**config.mk**
```make
export PLATFORM = sky130hd
export DESIGN_NAME = rx_resp_tracker
export DESIGN_NICKNAME = d
export VERILOG_FILES = /design/src/rtl/rx_resp_tracker_pkg.sv /design/src/rtl/rx_op_fifo.sv /design/src/rtl/rx_resp_tracker.sv
export SDC_FILE = /design/constraint.sdc
export NUM_CORES = 1
export LEC_CHECK = 0
export CAP_MARGIN = 25
export CORE_ASPECT_RATIO = 0.75
export CORE_UTILIZATION = 62
export CTS_CLUSTER_DIAMETER = 50
export CTS_CLUSTER_SIZE = 40
export DETAILED_ROUTE_END_ITERATION = 10
export PLACE_DENSITY_LB_ADDON = 0.3
export SLEW_MARGIN = 20
export SYNTH_ARGS = -nofsm -noshare
export SYNTH_HDL_FRONTEND = slang
export SYNTH_HIERARCHICAL = 1
export SYNTH_SLANG_ARGS = --single-unit
```
**constraint.sdc**
```tcl
create_clock -name clk -period 11.9 [get_ports clk]
set_clock_uncertainty 0.1 [all_clocks]
set_input_delay 2.975 -clock clk [delete_from_list [all_inputs] [get_ports clk]]
set_output_delay 2.975 -clock clk [all_outputs]
set_load 0.02 [all_outputs]
```
**src/rtl/rx_resp_tracker_pkg.sv**
```systemverilog
// Shared types and helpers for the rx_resp_tracker response path.
// The resp_t field widths and the channel index width are fixed by the package defaults.
package rx_pkg;

  localparam int NUM_SW_INST_D = 5;
  localparam int W_WIDTH_D     = 8;
  localparam int OP_W_D        = 8;
  localparam int DEPTH_D       = 2;

  function automatic int ch_w(input int n);
    return (n > 1) ? $clog2(n) : 1;
  endfunction

  localparam int CH_W = ch_w(NUM_SW_INST_D);

  typedef struct packed {
    logic [W_WIDTH_D-1:0] data;
    logic [OP_W_D-1:0]    op_id;
    logic [CH_W-1:0]      ch;
  } resp_t;

  // Round-robin successor: one past the granted channel, wrapping at n.
  function automatic logic [CH_W-1:0] rr_next(input logic [CH_W-1:0] cur, input int n);
    int nx;
    nx = int'(cur) + 1;
    if (nx >= n) nx = 0;
    return nx[CH_W-1:0];
  endfunction

endpackage

```
**src/rtl/rx_op_fifo.sv**
```systemverilog
// Per-channel FIFO of outstanding op_ids; the caller guarantees push/pop legality.
module rx_op_fifo #(
  parameter int OP_W  = 8,
  parameter int DEPTH = 2
) (
  input  logic                     clk,
  input  logic                     rst_n,
  input  logic                     push,
  input  logic [OP_W-1:0]          din,
  input  logic                     pop,
  output logic [OP_W-1:0]          dout,
  output logic                     full,
  output logic                     empty,
  output logic [$clog2(DEPTH):0]   count
);

  localparam int AW = $clog2(DEPTH);
  localparam int CW = AW + 1;

  logic [OP_W-1:0] mem [DEPTH];
  logic [AW-1:0]   wr_ptr;
  logic [AW-1:0]   rd_ptr;
  logic [CW-1:0]   cnt;

  always_ff @(posedge clk or negedge rst_n) begin
    if (!rst_n) begin
      wr_ptr <= '0;
      rd_ptr <= '0;
      cnt    <= '0;
    end else begin
      if (push) wr_ptr <= wr_ptr + AW'(1);
      if (pop)  rd_ptr <= rd_ptr + AW'(1);
      cnt <= cnt + CW'(push) - CW'(pop);
    end
  end

  always_ff @(posedge clk) begin
    if (push) mem[wr_ptr] <= din;
  end

  assign dout  = mem[rd_ptr];
  assign full  = (cnt == CW'(DEPTH));
  assign empty = (cnt == '0);
  assign count = cnt;

endmodule

```
**src/rtl/rx_resp_tracker.sv**
```systemverilog
// Tracks outstanding ops per switch, pairs acks with the oldest op and merges
// completed responses onto one round-robin valid/ready stream.
module rx_resp_tracker
  import rx_pkg::*;
#(
  parameter int NUM_SW_INST = NUM_SW_INST_D,
  parameter int W_WIDTH     = W_WIDTH_D,
  parameter int OP_W        = OP_W_D,
  parameter int DEPTH       = DEPTH_D
) (
  input  logic                           clk,
  input  logic                           rst_n,
  input  logic [NUM_SW_INST-1:0]         sel_en,
  input  logic [OP_W-1:0]                op_id,
  input  logic [NUM_SW_INST-1:0]         ack,
  input  logic [NUM_SW_INST*W_WIDTH-1:0] rd_data,
  input  logic                           resp_ready,
  input  logic                           err_clr,
  output logic [NUM_SW_INST-1:0]         sw_busy,
  output logic                           resp_valid,
  output logic [W_WIDTH-1:0]             rd_data_out,
  output logic [OP_W-1:0]                op_id_out,
  output logic [CH_W-1:0]                resp_ch,
  output logic [NUM_SW_INST-1:0]         err_ovf,
  output logic [NUM_SW_INST-1:0]         err_unexp
);

  localparam int CW = $clog2(DEPTH) + 1;

  logic [NUM_SW_INST-1:0] full, empty, push_ok, pop, drain, hold_nxt, busy_nxt;
  logic [NUM_SW_INST-1:0] vld_p0;
  logic [OP_W-1:0]        head [NUM_SW_INST];
  logic [CW-1:0]          cnt  [NUM_SW_INST];
  resp_t                  hold_p0 [NUM_SW_INST];
  resp_t                  out_p1;
  logic                   vld_p1;
  logic [CH_W-1:0]        rr_ptr, gnt;
  logic                   gnt_vld;

  for (genvar g = 0; g < NUM_SW_INST; g++) begin : g_ch
    logic [CW-1:0] cnt_nxt;

    rx_op_fifo #(.OP_W(OP_W), .DEPTH(DEPTH)) u_fifo (
      .clk   (clk),
      .rst_n (rst_n),
      .push  (push_ok[g]),
      .din   (op_id),
      .pop   (pop[g]),
      .dout  (head[g]),
      .full  (full[g]),
      .empty (empty[g]),
      .count (cnt[g])
    );

    // Ack is judged on the pre-push count; a full FIFO still accepts if it pops.
    assign drain[g]    = gnt_vld && (gnt == CH_W'(g));
    assign pop[g]      = ack[g] && !empty[g] && (!vld_p0[g] || drain[g]);
    assign push_ok[g]  = sel_en[g] && (!full[g] || pop[g]);
    assign hold_nxt[g] = pop[g] || (vld_p0[g] && !drain[g]);
    assign cnt_nxt     = cnt[g] + CW'(push_ok[g]) - CW'(pop[g]);
    assign busy_nxt[g] = (cnt_nxt == CW'(DEPTH)) || hold_nxt[g];
  end

  always_comb begin
    logic [CH_W-1:0] idx;
    int              j;
    logic            found;
    gnt   = '0;
    found = 1'b0;
    idx   = '0;
    j     = 0;
    for (int k = 0; k < NUM_SW_INST; k++) begin
      j = int'(rr_ptr) + k;
      if (j >= NUM_SW_INST) j = j - NUM_SW_INST;
      idx = j[CH_W-1:0];
      if (!found && vld_p0[idx]) begin
        found = 1'b1;
        gnt   = idx;
      end
    end
    gnt_vld = found && (!vld_p1 || resp_ready);
  end

  // Stage p0: per-channel hold registers
  always_ff @(posedge clk) begin
    for (int i = 0; i < NUM_SW_INST; i++) begin
      if (pop[i]) hold_p0[i] <= '{data: rd_data[i*W_WIDTH +: W_WIDTH], op_id: head[i], ch: CH_W'(i)};
    end
  end

  // Stage p1: merged output register, control and sticky errors
  always_ff @(posedge clk or negedge rst_n) begin
    if (!rst_n) begin
      vld_p0    <= '0;
      vld_p1    <= 1'b0;
      out_p1    <= '0;
      rr_ptr    <= '0;
      sw_busy   <= '0;
      err_ovf   <= '0;
      err_unexp <= '0;
    end else begin
      vld_p0  <= hold_nxt;
      sw_busy <= busy_nxt;
      if (gnt_vld) begin
        out_p1 <= hold_p0[gnt];
        vld_p1 <= 1'b1;
        rr_ptr <= rr_next(gnt, NUM_SW_INST);
      end else if (resp_ready) begin
        vld_p1 <= 1'b0;
      end
      err_ovf   <= (err_ovf   & ~{NUM_SW_INST{err_clr}}) | (sel_en & ~push_ok);
      err_unexp <= (err_unexp & ~{NUM_SW_INST{err_clr}}) | (ack & ~pop);
    end
  end

  assign resp_valid  = vld_p1;
  assign rd_data_out = out_p1.data;
  assign op_id_out   = out_p1.op_id;
  assign resp_ch     = out_p1.ch;

endmodule

```
== Word level (Yosys, flattened, before mapping) ==
Memories as Yosys holds them, arrays and structs flattened. A register that Yosys moved wholly into a read port is not among the register bits.
Cells that the tools add are included.
Storage, ports and cells
  flip-flop bits (word level): 44
  memory bits (writable): 175
  memories kept: 6
  word-level logic and storage cells: 223
  bits of input ports: 62
Memories
  hold_p0: depth 5, width 19, read ports 1, clocked after memory_dff 1, write ports 5, line rx_resp_tracker.sv:34  | resp_t hold_p0 [NUM_SW_INST];
  g_ch[0].u_fifo.mem: depth 2, width 8, read ports 1, clocked after memory_dff 0, write ports 1, line rx_op_fifo.sv:20  | logic [OP_W-1:0] mem [DEPTH];
  g_ch[1].u_fifo.mem: depth 2, width 8, read ports 1, clocked after memory_dff 0, write ports 1, line rx_op_fifo.sv:20
  g_ch[2].u_fifo.mem: depth 2, width 8, read ports 1, clocked after memory_dff 0, write ports 1, line rx_op_fifo.sv:20
  g_ch[3].u_fifo.mem: depth 2, width 8, read ports 1, clocked after memory_dff 0, write ports 1, line rx_op_fifo.sv:20
  g_ch[4].u_fifo.mem: depth 2, width 8, read ports 1, clocked after memory_dff 0, write ports 1, line rx_op_fifo.sv:20
Cells by class
  add/sub/neg operators: 30
  reductions and logical operators: 84
  bitwise operators: 9
  magnitude comparators: 11
  equal/unequal tests: 14
  multiplexer cells: 48
Operators by type and width (count)
  3-bit two-way mux: 11
  1-bit two-way mux: 32
  1-bit logical AND: 30
  1-bit logical NOT: 26
  1-bit logical OR: 21
  5-bit AND: 4
  2-bit == test, second input constant: 10
  4-bit by 3-bit greater-or-equal comparator with 1-bit output, second input constant: 5
  3-bit by 4-bit less-than comparator with 1-bit output, second input constant: 5
  1-bit binary-select mux with 3-bit select: 5
  5-bit NOT: 3
  3-bit subtractor, second input constant: 5
  1-bit adder, second input constant: 10
  2-bit by 1-bit adder with 2-bit output: 5
  2-bit logical NOT: 5
  5-bit OR: 2
  2-bit by 1-bit subtractor with 2-bit output: 5
  3-bit by 1-bit adder with 4-bit output, second input constant: 2
  3-bit by 2-bit adder with 4-bit output, second input constant: 2
  3-bit by 2-bit == test with 1-bit output, second input constant: 2
  3-bit by 3-bit adder with 4-bit output, second input constant: 1
  3-bit by 1-bit == test with 1-bit output, second input constant: 1
  3-bit == test, second input constant: 1
  3-bit greater-or-equal comparator, second input constant: 1
  other kinds (2): 2

== Depth between registers and ports, before layout ==
Gate-level depths: netlist of run 1.
  word-level depth: 27
  depth in mapped cells: 24
  gate-level depth less buffers: 20

== Cells and area by module ==
Netlist of run 1, hierarchy kept.
Modules (own cells, without submodules)
  rx_resp_tracker: seq. area each 3478.3 um^2, area an instance 6301.0 um^2, cells an instance 503, times used 1
  rx_op_fifo: seq. area each 580.6 um^2, area an instance 808.3 um^2, cells an instance 40, times used 5

== Least setup slack after synthesis of run 1 ==
OpenSTA, ideal clock, no wires.
  kind: input-to-reg
  from: input port resp_ready
  to: register g_ch[1].u_fifo.cnt[1]
  required time: 11.665 ns
  arrival: 5.885 ns
  path slack: 5.780 ns
  setup time: 0.135 ns
  stages: 9
  buffers on the path: 0
  cell sequence: nand2b_1 > a21boi_1 > or4b_4 > o21ai_0 > nor2b_1 > ha_1 > inv_1 > ha_1 > xor3_1
On the way
  word-level cells in the longest chain between the ends: 9
RTL lines
  start: declaration: line rx_resp_tracker.sv:17  | input logic resp_ready,
  1-bit logical OR (*): line rx_resp_tracker.sv:81  | gnt_vld = found && (!vld_p1 || resp_ready);
  1-bit logical AND (*): line rx_resp_tracker.sv:81
  1-bit logical AND (*): line rx_resp_tracker.sv:56  | assign drain[g] = gnt_vld && (gnt == CH_W'(g));
  1-bit logical OR (*): line rx_resp_tracker.sv:57  | assign pop[g] = ack[g] && !empty[g] && (!vld_p0[g] || drain[g]);
  1-bit logical AND (*): line rx_resp_tracker.sv:57
  net pop[1]: line rx_resp_tracker.sv:30  | logic [NUM_SW_INST-1:0] full, empty, push_ok, pop, drain, hold_nxt, busy_nxt;
  1-bit logical OR: line rx_resp_tracker.sv:58  | assign push_ok[g] = sel_en[g] && (!full[g] || pop[g]);
  1-bit logical AND: line rx_resp_tracker.sv:58
  2-bit by 1-bit adder with 2-bit output: line rx_op_fifo.sv:33  | cnt <= cnt + CW'(push) - CW'(pop);
  2-bit by 1-bit subtractor with 2-bit output (*): line rx_op_fifo.sv:33
  end signal: assignment: line rx_op_fifo.sv:33
  end: declaration: line rx_op_fifo.sv:23  | logic [CW-1:0] cnt;
Mark *: on every way through the listed nets, which the timed path passes. The rest lies on a longest branch.
A chain may end at the register's enable or synchronous reset.

== Final worst setup path of run 1 ==
  from: register rr_ptr[0]
  to: register g_ch[1].u_fifo.cnt[1]
On the way
  word-level cells in the longest chain between the ends: 25
  elaborated cells between the ends (all ways): 56
RTL lines
  start: declaration: line rx_resp_tracker.sv:37  | logic [CH_W-1:0] rr_ptr, gnt;
  start signal: assignment: line rx_resp_tracker.sv:107  | rr_ptr <= rr_next(gnt, NUM_SW_INST);
  branches (longest 18 deep; another with 3-bit by 1-bit adder with 4-bit output)
  1-bit logical AND (*): line rx_resp_tracker.sv:56
  1-bit logical OR (*): line rx_resp_tracker.sv:57
  1-bit logical AND (*): line rx_resp_tracker.sv:57
  net pop[1]: line rx_resp_tracker.sv:30
  1-bit logical OR: line rx_resp_tracker.sv:58
  1-bit logical AND: line rx_resp_tracker.sv:58
  2-bit by 1-bit adder with 2-bit output: line rx_op_fifo.sv:33
  2-bit by 1-bit subtractor with 2-bit output (*): line rx_op_fifo.sv:33
Mark *: on every way through the listed nets, which the timed path passes. The select of a mux whose other input is x is not followed.

==> results of run 1 <==
==> flip-flops by register name (all words and copies together) (netlist names) <==
| register | cells |
|---|---|
| err_ovf | 5 |
| err_unexp | 5 |
| g_ch.u_fifo/count | 10 |
| g_ch.u_fifo/mem | 80 |
| g_ch.u_fifo/rd_ptr | 5 |
| g_ch.u_fifo/wr_ptr | 5 |
| hold_p0 | 80 |
| op_id_out | 8 |
| rd_data_out | 8 |
| resp_ch | 3 |
| resp_valid | 1 |
| rr_ptr | 3 |
| sw_busy | 5 |
| vld_p0 | 5 |
==> worst register-to-register path, stage by stage (launching register included) <==
cell and delay (ns):
dfrtp_1 0.33, buf_4 0.31, inv_1 0.36, ha_1 0.83
mux4_2 0.32, nor2_1 0.05, a311oi_2 0.57, and3b_1 0.27
nand3_2 0.12, nor4b_2 0.10, a21boi_1 0.19, buf_4 0.29
or4b_4 0.65, o21ai_0 0.32, nor2b_1 0.80, buf_4 0.34
ha_1 0.25, inv_1 0.08, ha_1 0.15, xor3_1 0.39
==> cells by family (layout without fill, tap and decap cells) <==
group / after synthesis / count (layout) / share of synthesized area
xor+xnor: 30 / 30 / 0.0327
mux: 63 / 63 / 0.0848
flops: 223 / 223 / 0.617
fa+ha+maj: 29 / 29 / 0.0358
simple gates: 164 / 164 / 0.0904
compound gates: 133 / 133 / 0.109
buf+inv: 61 / 161 / 0.0302
==> worst paths after layout <==
kind,end,cells past startpoint
setup / recovery,g_ch[1].u_fifo/count[1],19
hold / removal,g_ch[1].u_fifo/wr_ptr,1
setup reg to reg,g_ch[1].u_fifo/count[1],19
hold reg to reg,g_ch[1].u_fifo/wr_ptr,1
max in group asynchronous,op_id_out[3],2
min in group asynchronous,err_unexp[2],2
==> routing by layer <==
metal / routed length (um) / GRT usage / vias up
li1: - / - / 2854
met1: 10100 / 0.394 / 3162
met2: 10600 / 0.451 / 287
met3: 1850 / 0.0520 / 34
met4: 354 / 0.0567 / 0
met5: 0 / 0 / -
==> metrics by stage <==
stage / worst slack, ns / std cells / area [um^2] / util
after floorplan: 5.78 / 703 / 10300 / -
after global routing: 4.67 / 1013 / 12000 / 0.743
final: 5.00 / 1013 / 12000 / 0.743
after global placement: 4.87 / 983 / 11400 / 0.706
after detailed placement: 4.78 / 984 / 11400 / 0.707
after CTS: 5.04 / 1012 / 12000 / 0.742
==> cell usage after synthesis (8+ instances only) <==
| library cell | count | area [um^2] |
|---|---|---|
| dfrtp_1 | 63 | 1580 |
| nand3_1 | 18 | 90.1 |
| nor2b_1 | 21 | 131 |
| nor3b_1 | 16 | 120 |
| o22a_1 | 16 | 140 |
| nand2_1 | 40 | 150 |
| mux2_2 | 17 | 191 |
| nand2b_1 | 10 | 62.6 |
| o211a_1 | 18 | 180 |
| nor2_1 | 18 | 67.6 |
| ha_1 | 28 | 350 |
| buf_6 | 8 | 90.1 |
| edfxtp_1 | 160 | 4800 |
| a211o_1 | 20 | 175 |
| buf_2 | 10 | 50.1 |
| a21oi_1 | 8 | 40.0 |
| clkbuf_1 | 9 | 33.8 |
| o21ai_0 | 15 | 75.1 |
| xor2_1 | 15 | 131 |
| mux2_4 | 40 | 601 |
| xnor2_1 | 10 | 87.6 |
| inv_1 | 30 | 113 |
| o211ai_1 | 8 | 60.1 |
==> final cells by class <==
class	count	area, um^2	area share
tap	210	263	0.0219
multi-input combinational	419	3660	0.305
inverter	30	113	0.00938
sequential	223	6380	0.531
timing repair buffer	103	1020	0.0846
clock buffer	17	425	0.0354
clock inverter	11	148	0.0123
==> summary.txt, run 1 <==
Synthesis
  • Avg Inst Size Synth: 14.7 um^2
  • Mapped Nets: 794
  • Fraction of registers with async set/reset: 0.283
  • Post-synth top flop: edfxtp_1
  • Post-synth EDFFs: 160
  • Seq cells post-synth: 223
  • Synth Instances: 703
  • Mapped Area: ~10,000 um^2
  • Seq/Total Area, Yosys: 0.617
  • Yosys warns: 6
  • Distinct cells, synth: between 70 and 80

Clock tree
  • CTS tree: yes
  • Total clock sinks: approximately 220
  • H-tree levels: 1
  • Worst-Skew Late Latency: 0.50 ns
  • Worst-path clk slew: 0.09 ns
  • Root Buffer: clkbuf_16
  • CTS max path bufs: 3
  • CTS resizes: 0
  • Cts hold-fix bufs: 0
  • Post-CTS Setup Bufs: 0
  • CTS Buf Count: 16

Floorplanning
  • Starting density of the core: 0.640
  • Die Width: 151 um
  • Core Rows: 40
  • Full die area: 17,200 um^2
  • Die H: 114 um
  • IO Count: 97
  • Core area: 16,200 um^2

Critical path
  • Crit path DAT: between 7 and 8 ns
  • Critical path's largest stage delay: around 0.83 ns
  • Top delay family on crit path: simple AND/OR/NAND/NOR gates
  • R2R Path Start: rr_ptr[0]
  • Crit Path Category: reg -> reg
  • Buffers & Inverters on Critical Path: 5
  • Startpoint Class: flip-flop
  • Beginning of the critical path: rr_ptr[0]
  • Critical path's slowest cell: ha_1
  • CP max FO: 27
  • Reg-to-reg slack, setup: 5.00 ns
  • Cell Chain, Critical Path: buf_4 > inv_1 > ha_1 > mux4_2 > nor2_1 > a311oi_2 > and3b_1 > nand3_2 > nor4b_2 > a21boi_1 > buf_4 > or4b_4 > o21ai_0 > nor2b_1 > buf_4 > ha_1 > inv_1 > ha_1 > xor3_1
  • CP Data Required Time: between 10 and 15 ns
  • Crit path capture type: flip-flop

Timing
  • Worst-margin pin slew: 0.944 ns
  • RSZ-0062 raised after global routing: no
  • Final worst-path cycle share: 0.580
  • Final hold slack: 0.389 ns
  • Final setup violating endpoints: 0
  • TNS Setup: 0 ns
  • Fmax achieved: 145 MHz
  • Final hold vios: 0
  • Fin. max-slew vios: 0
  • Post-layout minimum cycle time: 6.90 ns
  • Worst slew margin: 0.370

Place
  • IO Port Bufs: 96
  • Routability Congestion: between 0.9 and 1
  • Placed wire-length estimate: 15.8 mm

Cells and area
  • Commonest non-fill, non-tap cells in the layout: 160 x edfxtp_1, 95 x clkdlybuf4s50_1, 63 x dfrtp_1
  • Antenna Diode Count: 0
  • Commonest non-fill, non-tap cell in the layout: edfxtp_1
  • Filler cell count in the final layout: 1,004
  • Nets@finish: about 900
  • Layout area overhead: 16.1%
  • Share of cells above drive strength 1: 0.143

Status
  • Status: finished, final reports clean

Drt
  • Total number of vias: 6,337
  • Routed WL per cell: 22.7 um
  • Drt total wl: about 23 mm
  • Via density: between 6 and 7
  • Drt first pass iters: 5
  • # DRC: 0
  • Drt first-iter violations: 501
  • Routed Antenna Nets: 0

Min path
  • Critical hold path startpoint: g_ch[1].u_fifo/wr_ptr
  • HP Class: reg -> reg

Global route
  • Vias in the first global route: between 6,000 and 7,000
  • First-pass GRT wire length: 35.4 mm
  • Overflow after GRT: 0
  • Total Routing Usage GR: 0.278
  • Initial antenna violation count: 0
  • Largest net degree at the start of global routing: 64

Flow run
  • Maxcap violations: 0
Power of run 1 is not shown: default switching activity piles up to over one toggle a cycle in this logic, so the estimate is an artifact.
==> inputs of run 2 (changes only) <==
--- a/config.mk
+++ b/config.mk
@@ -7,7 +7,7 @@
 export LEC_CHECK = 0
 export CAP_MARGIN = 25
 export CORE_ASPECT_RATIO = 0.75
-export CORE_UTILIZATION = 62
+export CORE_UTILIZATION = 58
 export CTS_CLUSTER_DIAMETER = 50
 export CTS_CLUSTER_SIZE = 40
 export DETAILED_ROUTE_END_ITERATION = 10
==> constraint.sdc (replaced) <==
create_clock -name clk -period 6.45 [get_ports clk]
set_clock_uncertainty 0.1 [all_clocks]
set_input_delay 1.6125 -clock clk [delete_from_list [all_inputs] [get_ports clk]]
set_output_delay 1.6125 -clock clk [all_outputs]
set_load 0.02 [all_outputs]
==> run 2 against run 1 <==
  * Critical path depth shrank 3
  * Cell count grew 3.4%
  * Non-clock buffer count rose by 11
  * Maximum frequency up 27%
  * Via count is essentially flat
  * Highest routed layer unchanged
==> summary.txt, run 2 (same netlist as run 1, synthesis figures left out) <==
Timing
  • Worst-margin pin slew: 0.894 ns (was 0.944 ns)
  • Final hold vios: 0 (unchanged)
  • Final worst-path cycle share: 0.845 (was 0.580)
  • Fmax achieved: 184 MHz (was 145 MHz)
  • TNS Setup: 0 ns (unchanged)
  • RSZ-0062 raised after global routing: no (unchanged)
  • Worst slew margin: 0.404 (was 0.370)
  • Fin. max-slew vios: 0 (unchanged)
  • Post-layout minimum cycle time: 5.45 ns (was 6.90 ns)
  • Final setup violating endpoints: 0 (unchanged)

Drt
  • Drt first pass iters: 4 (was 5)
  • Via density: 6.06 (was 6.26)
  • Drt first-iter violations: 525 (was 501)
  • Routed WL per cell: 22.0 um (was 22.7 um)
  • # DRC: 0 (unchanged)
  • Routed Antenna Nets: 0 (unchanged)
  • Total number of vias: 6,343 (was 6,337)
  • Drt total wl: 23.0 mm (about the same)

Clock tree
  • Cts hold-fix bufs: 0 (unchanged)
  • Worst-Skew Late Latency: 0.50 ns (about the same)
  • CTS tree: yes (unchanged)
  • CTS max path bufs: 3 (unchanged)
  • CTS resizes: 0 (unchanged)
  • Worst-path clk slew: 0.12 ns (was 0.09 ns)
  • Root Buffer: clkbuf_16 (unchanged)
  • Total clock sinks: 223 (unchanged)
  • CTS Buf Count: 15 (was 16)
  • H-tree levels: 1 (unchanged)
  • Post-CTS Setup Bufs: 0 (unchanged)

Critical path
  • CP max FO: 26 (was 27)
  • Crit Path Category: reg -> reg (unchanged)
  • Startpoint Class: flip-flop (unchanged)
  • Critical path's slowest cell: or4b_4 (was ha_1)
  • Critical path's largest stage delay: 0.73 ns (was 0.83 ns)
  • Crit path capture type: flip-flop (unchanged)
  • Buffers & Inverters on Critical Path: 2 (was 5)
  • CP Data Required Time: 6.74 ns (was 12.18 ns)
  • Top delay family on crit path: simple AND/OR/NAND/NOR gates (unchanged)
  • Crit path DAT: 5.73 ns (was 7.18 ns)
  • Cell Chain, Critical Path: buf_4 > ha_1 > or2b_4 > nand2_4 > mux4_2 > nor4b_4 > a31oi_1 > a41oi_1 > a221oi_1 > or4b_4 > o21ai_0 > nor2b_1 > ha_1 > inv_1 > ha_1 > xor3_1 (was buf_4 > inv_1 > ha_1 > mux4_2 > nor2_1 > a311oi_2 > and3b_1 > nand3_2 > nor4b_2 > a21boi_1 > buf_4 > or4b_4 > o21ai_0 > nor2b_1 > buf_4 > ha_1 > inv_1 > ha_1 > xor3_1)
  • Most common cell on crit path: ha_1

Floorplanning
  • Die H: 118 um (was 114 um)
  • Full die area: 18,400 um^2 (was 17,200 um^2)
  • Core area: 17,100 um^2 (was 16,200 um^2)
  • Core Rows: 41 (was 40)
  • Starting density of the core: 0.604 (was 0.640)
  • IO Count: 97 (unchanged)
  • Die Width: 156 um (was 151 um)

Global route
  • Total Routing Usage GR: 0.256 (was 0.278)
  • Busiest grt layer: met2 (unchanged)
  • Grt met3 use: 0.0519 (was 0.0520)
  • Largest net degree at the start of global routing: 64 (unchanged)
  • Initial antenna violation count: 0 (unchanged)
  • Overflow after GRT: 0 (unchanged)
  • First-pass GRT wire length: 35.3 mm (was 35.4 mm)
  • GR Util met1: 0.373 (was 0.394)
  • Met2 usage: 0.397 (was 0.451)
  • Vias in the first global route: 6,199 (was 6,433)

Place
  • Routability Congestion: 0.859 (was 0.910)
  • IO Port Bufs: 96 (unchanged)
  • Placed wire-length estimate: 16.1 mm (was 15.8 mm)

Flow run
  • Maxcap violations: 0 (unchanged)

Min path
  • HP Class: reg -> reg (unchanged)

Cells and area
  • Commonest non-fill, non-tap cell in the layout: edfxtp_1 (unchanged)
  • Nets@finish: 894 (was 884)
  • Commonest non-fill, non-tap cells in the layout: 160 x edfxtp_1, 95 x clkdlybuf4s50_1, 63 x dfrtp_1 (unchanged)
  • Antenna Diode Count: 0 (unchanged)
  • Filler cell count in the final layout: 1,170 (was 1,004)
  • Layout area overhead: 17.6% (was 16.1%)
  • Share of cells above drive strength 1: 0.152 (was 0.143)

Status
  • Status: finished, final reports clean (unchanged)
## run 2: changes by cell type in the layout (fill, tap and decap cells not counted)
cell       before  now
buf_4           5   18
buf_6           2    0
clkbuf_16      17   15
clkinv_16       0    6
clkinv_4        2    0
clkinv_8        1    2
inv_12          3    1
inv_8           4    0
nor2b_2         2    3
nor2b_4         1    0
## run 2: path summary, 6_finish.rpt
check / from / to / slack, ns / cells after the start
worst max-delay path: rr_ptr[0] / g_ch[1].u_fifo/count[1] / 1.00 / 16
worst min-delay path: g_ch[1].u_fifo/wr_ptr / g_ch[1].u_fifo/wr_ptr / 0.39 / 1
worst max register to register: rr_ptr[0] / g_ch[1].u_fifo/count[1] / 1.00 / 16
worst min register to register: g_ch[1].u_fifo/wr_ptr / g_ch[1].u_fifo/wr_ptr / 0.39 / 1
max in group asynchronous: rst_n / sw_busy[3] / 4.43 / 2
min in group asynchronous: rst_n / resp_ch[0] / 1.22 / 2
## run 2: through the flow
step                utilization  hold slack [ns]  instance area [um^2]  setup WS [ns]  cells
floorplan                     -            0.355                 10300          0.862    703
global placement          0.673            0.365                 11500           1.40   1022
detailed placement        0.673            0.372                 11500           1.07   1022
CTS                       0.710            0.392                 12200           1.08   1047
global route              0.710            0.402                 12200          0.764   1047
finish                    0.710            0.392                 12200           1.00   1047
## run 2: final cells by class
class / instances / area [um^2] / area share
Clock buffer: 15 / 375 / 0.0309
Clock inverter: 10 / 249 / 0.0205
Inverter: 30 / 113 / 0.00926
Multi-Input combinational cell: 419 / 3660 / 0.301
Sequential cell: 223 / 6380 / 0.525
Tap cell: 236 / 295 / 0.0243
Timing Repair Buffer: 114 / 1090 / 0.0897
## run 2: per-layer routing
layer,up-vias,share of wire
met4,0,0.016
met5,-,0
met1,3206,0.45
met2,239,0.46
li1,2861,-
met3,37,0.077
Power of run 2 is left out for the same reason.
==> inputs of run 3 (changes only) <==
--- a/config.mk
+++ b/config.mk
@@ -7,7 +7,7 @@
 export LEC_CHECK = 0
 export CAP_MARGIN = 25
 export CORE_ASPECT_RATIO = 0.75
-export CORE_UTILIZATION = 58
+export CORE_UTILIZATION = 52
 export CTS_CLUSTER_DIAMETER = 50
 export CTS_CLUSTER_SIZE = 40
 export DETAILED_ROUTE_END_ITERATION = 10
==> constraint.sdc (replaced) <==
create_clock -name clk -period 4.7 [get_ports clk]
set_clock_uncertainty 0.1 [all_clocks]
set_input_delay 1.175 -clock clk [delete_from_list [all_inputs] [get_ports clk]]
set_output_delay 1.175 -clock clk [all_outputs]
set_load 0.02 [all_outputs]
==> run 3 against run 2 <==
  * Setup slack got worse by 0.79 ns
  * Core utilization shrank 6.1 points
  * Count of clock-buffer cells in the layout increased by 2
  * Global-route usage is 1.7 points lower
  * Non-clock buffer count grew 27
  * Final area rose by 3.7%
  * Critical path depth up 4
  * Cell count increased by 4.6%
  * Critical endpoint is now sw_busy[0]
==> summary.txt, run 3 (same netlist as run 1, synthesis figures left out) <==
Status
  • Status: finished, final reports clean (unchanged)

Global route
  • Vias in the first global route: 6,418 (was 6,199)
  • Overflow after GRT: 0 (unchanged)
  • Largest net degree at the start of global routing: 41 (was 64)
  • Initial antenna violation count: 0 (unchanged)
  • Total Routing Usage GR: 0.239 (was 0.256)
  • First-pass GRT wire length: 36.2 mm (was 35.3 mm)

Critical path
  • Crit path DAT: 4.75 ns (was 5.73 ns)
  • CP Data Required Time: 4.96 ns (was 6.74 ns)
  • Startpoint Class: flip-flop (unchanged)
  • Crit Path Category: reg -> reg (unchanged)
  • Crit path capture type: flip-flop (unchanged)
  • CP max FO: 7 (was 26)
  • Worst Reg-to-Reg Cells: 20 (was 16)

Drt
  • Routed Antenna Nets: 0 (unchanged)
  • Routed WL per cell: 21.8 um (was 22.0 um)
  • Total number of vias: 6,341 (was 6,343)
  • Drt first-iter violations: 622 (was 525)
  • Via density: 5.79 (was 6.06)
  • Drt total wl: 23.8 mm (was 23.0 mm)
  • Drt first pass iters: 5 (was 4)
  • # DRC: 0 (unchanged)

Flow run
  • Maxcap violations: 0 (unchanged)

Timing
  • Fin. max-slew vios: 0 (unchanged)
  • Setup ws final: 0.209 ns (was 1.00 ns)
  • Final setup violating endpoints: 0 (unchanged)
  • Final hold vios: 0 (unchanged)
  • Worst slew margin: 0.621 (was 0.404)
  • Worst-margin pin slew: 0.567 ns (was 0.894 ns)
  • Post-layout minimum cycle time: 4.49 ns (was 5.45 ns)
  • Final worst-path cycle share: 0.956 (was 0.845)
  • Fmax achieved: 223 MHz (was 184 MHz)

Clock tree
  • CTS tree: yes (unchanged)
  • Worst-path clk slew: 0.10 ns (was 0.12 ns)
  • CTS Buf Count: 17 (was 15)
  • Root Buffer: clkbuf_16 (unchanged)
  • H-tree levels: 1 (unchanged)
  • Worst-Skew Late Latency: 0.49 ns (was 0.50 ns)
  • Cts hold-fix bufs: 0 (unchanged)
  • CTS max path bufs: 3 (unchanged)
  • Total clock sinks: 223 (unchanged)

Place
  • Routability Congestion: 0.939 (was 0.859)
  • IO Port Bufs: 96 (unchanged)
  • Post-Place Worst Slack: 0.0157 ns (was 1.07 ns)
  • Placed wire-length estimate: 16.8 mm (was 16.1 mm)

Floorplanning
  • Die H: 124 um (was 118 um)
  • Starting density of the core: 0.532 (was 0.604)
  • Die Width: 165 um (was 156 um)
  • IO Count: 97 (unchanged)
  • Full die area: 20,500 um^2 (was 18,400 um^2)
  • Core Rows: 44 (was 41)
  • Core area: 19,400 um^2 (was 17,100 um^2)

Cells and area
  • Layout area overhead: 21.9% (was 17.6%)
  • Filler cell count in the final layout: 1,393 (was 1,170)
  • Nets@finish: 923 (was 894)
  • Commonest non-fill, non-tap cells in the layout: 160 x edfxtp_1, 95 x clkdlybuf4s50_1, 60 x dfrtp_1 (was 160 x edfxtp_1, 95 x clkdlybuf4s50_1, 63 x dfrtp_1)
  • Commonest non-fill, non-tap cell in the layout: edfxtp_1 (unchanged)
  • Share of cells above drive strength 1: 0.215 (was 0.152)
  • Antenna Diode Count: 0 (unchanged)

Min path
  • Hold depth: 2 (was 1)
  • HP Class: reg -> reg (unchanged)
run 3: cell count changes in the layout (fill, tap and decap cells not counted), sizes merged:
cell / before / now
buf: 19 / 46
inv: 32 / 39
clkinv: 8 / 3
clkbuf: 15 / 17
run 3: worst max-delay path, stage by stage, from the launching register on:
cell	delay [ns]
dfrtp_2	0.43
inv_4	0.13
ha_4	0.15
inv_1	0.05
fa_2	0.38
nor2b_1	0.16
nand2_1	0.12
and2_1	0.19
o211ai_1	0.23
nand3_2	0.19
nor4b_4	0.39
nand2_1	0.18
a21bo_4	0.29
o31ai_4	0.31
nor2b_4	0.22
ha_1	0.24
inv_1	0.06
ha_1	0.15
xor2_1	0.17
xnor2_1	0.14
o211ai_1	0.10
run 3: what timing repair did:
| action | 4_1_cts | 5_1_grt |
|---|---|---|
| endpoints found under the setup margin | 0 | 77 |
| buffers inserted | 0 | 1 |
| gates resized for setup | 0 | 19 |
run 3: path summary, 6_finish.rpt:
check                            from                    end  slack [ns]
max                         rr_ptr[0]             sw_busy[0]        0.21
min reg2reg                resp_ch[2]             resp_ch[2]        0.39
max reg2reg                 rr_ptr[0]             sw_busy[0]        0.21
min in group asynchronous       rst_n  g_ch[2].u_fifo/rd_ptr        0.44
max in group asynchronous       rst_n         rd_data_out[3]        3.13
min                        resp_ch[2]             resp_ch[2]        0.39
run 3: layout make-up:
cell class | instances | area (um^2) | area share
Inverter | 30 | 118 | 0.00933
Multi-Input combinational cell | 419 | 3850 | 0.305
Clock buffer | 17 | 425 | 0.0338
Timing Repair Buffer | 141 | 1310 | 0.104
Sequential cell | 223 | 6380 | 0.507
Clock inverter | 12 | 205 | 0.0163
Tap cell | 253 | 317 | 0.0251
run 3: metal layers:
layer	global-route usage	up-vias	part of all wire
met5	0	-	0
met4	0.0516	0	0.020
met3	0.0340	31	0.067
met2	0.370	203	0.44
met1	0.359	3177	0.48
li1	-	2930	-
run 3: per-stage QoR:
| step | std cells | setup TNS, ns | utilization | hold WS, ns | cell area [um^2] |
|---|---|---|---|---|---|
| finish | 1095 | 0 | 0.649 | 0.394 | 12600 |
| global route | 1095 | -0.0342 | 0.649 | 0.417 | 12600 |
| CTS | 1093 | 0 | 0.643 | 0.394 | 12500 |
| detailed placement | 1064 | 0 | 0.611 | 0.371 | 11900 |
| global placement | 1064 | 0 | 0.611 | 0.370 | 11900 |
| floorplan | 703 | 0 | - | 0.355 | 10500 |
Power of run 3 is left out for the same reason.
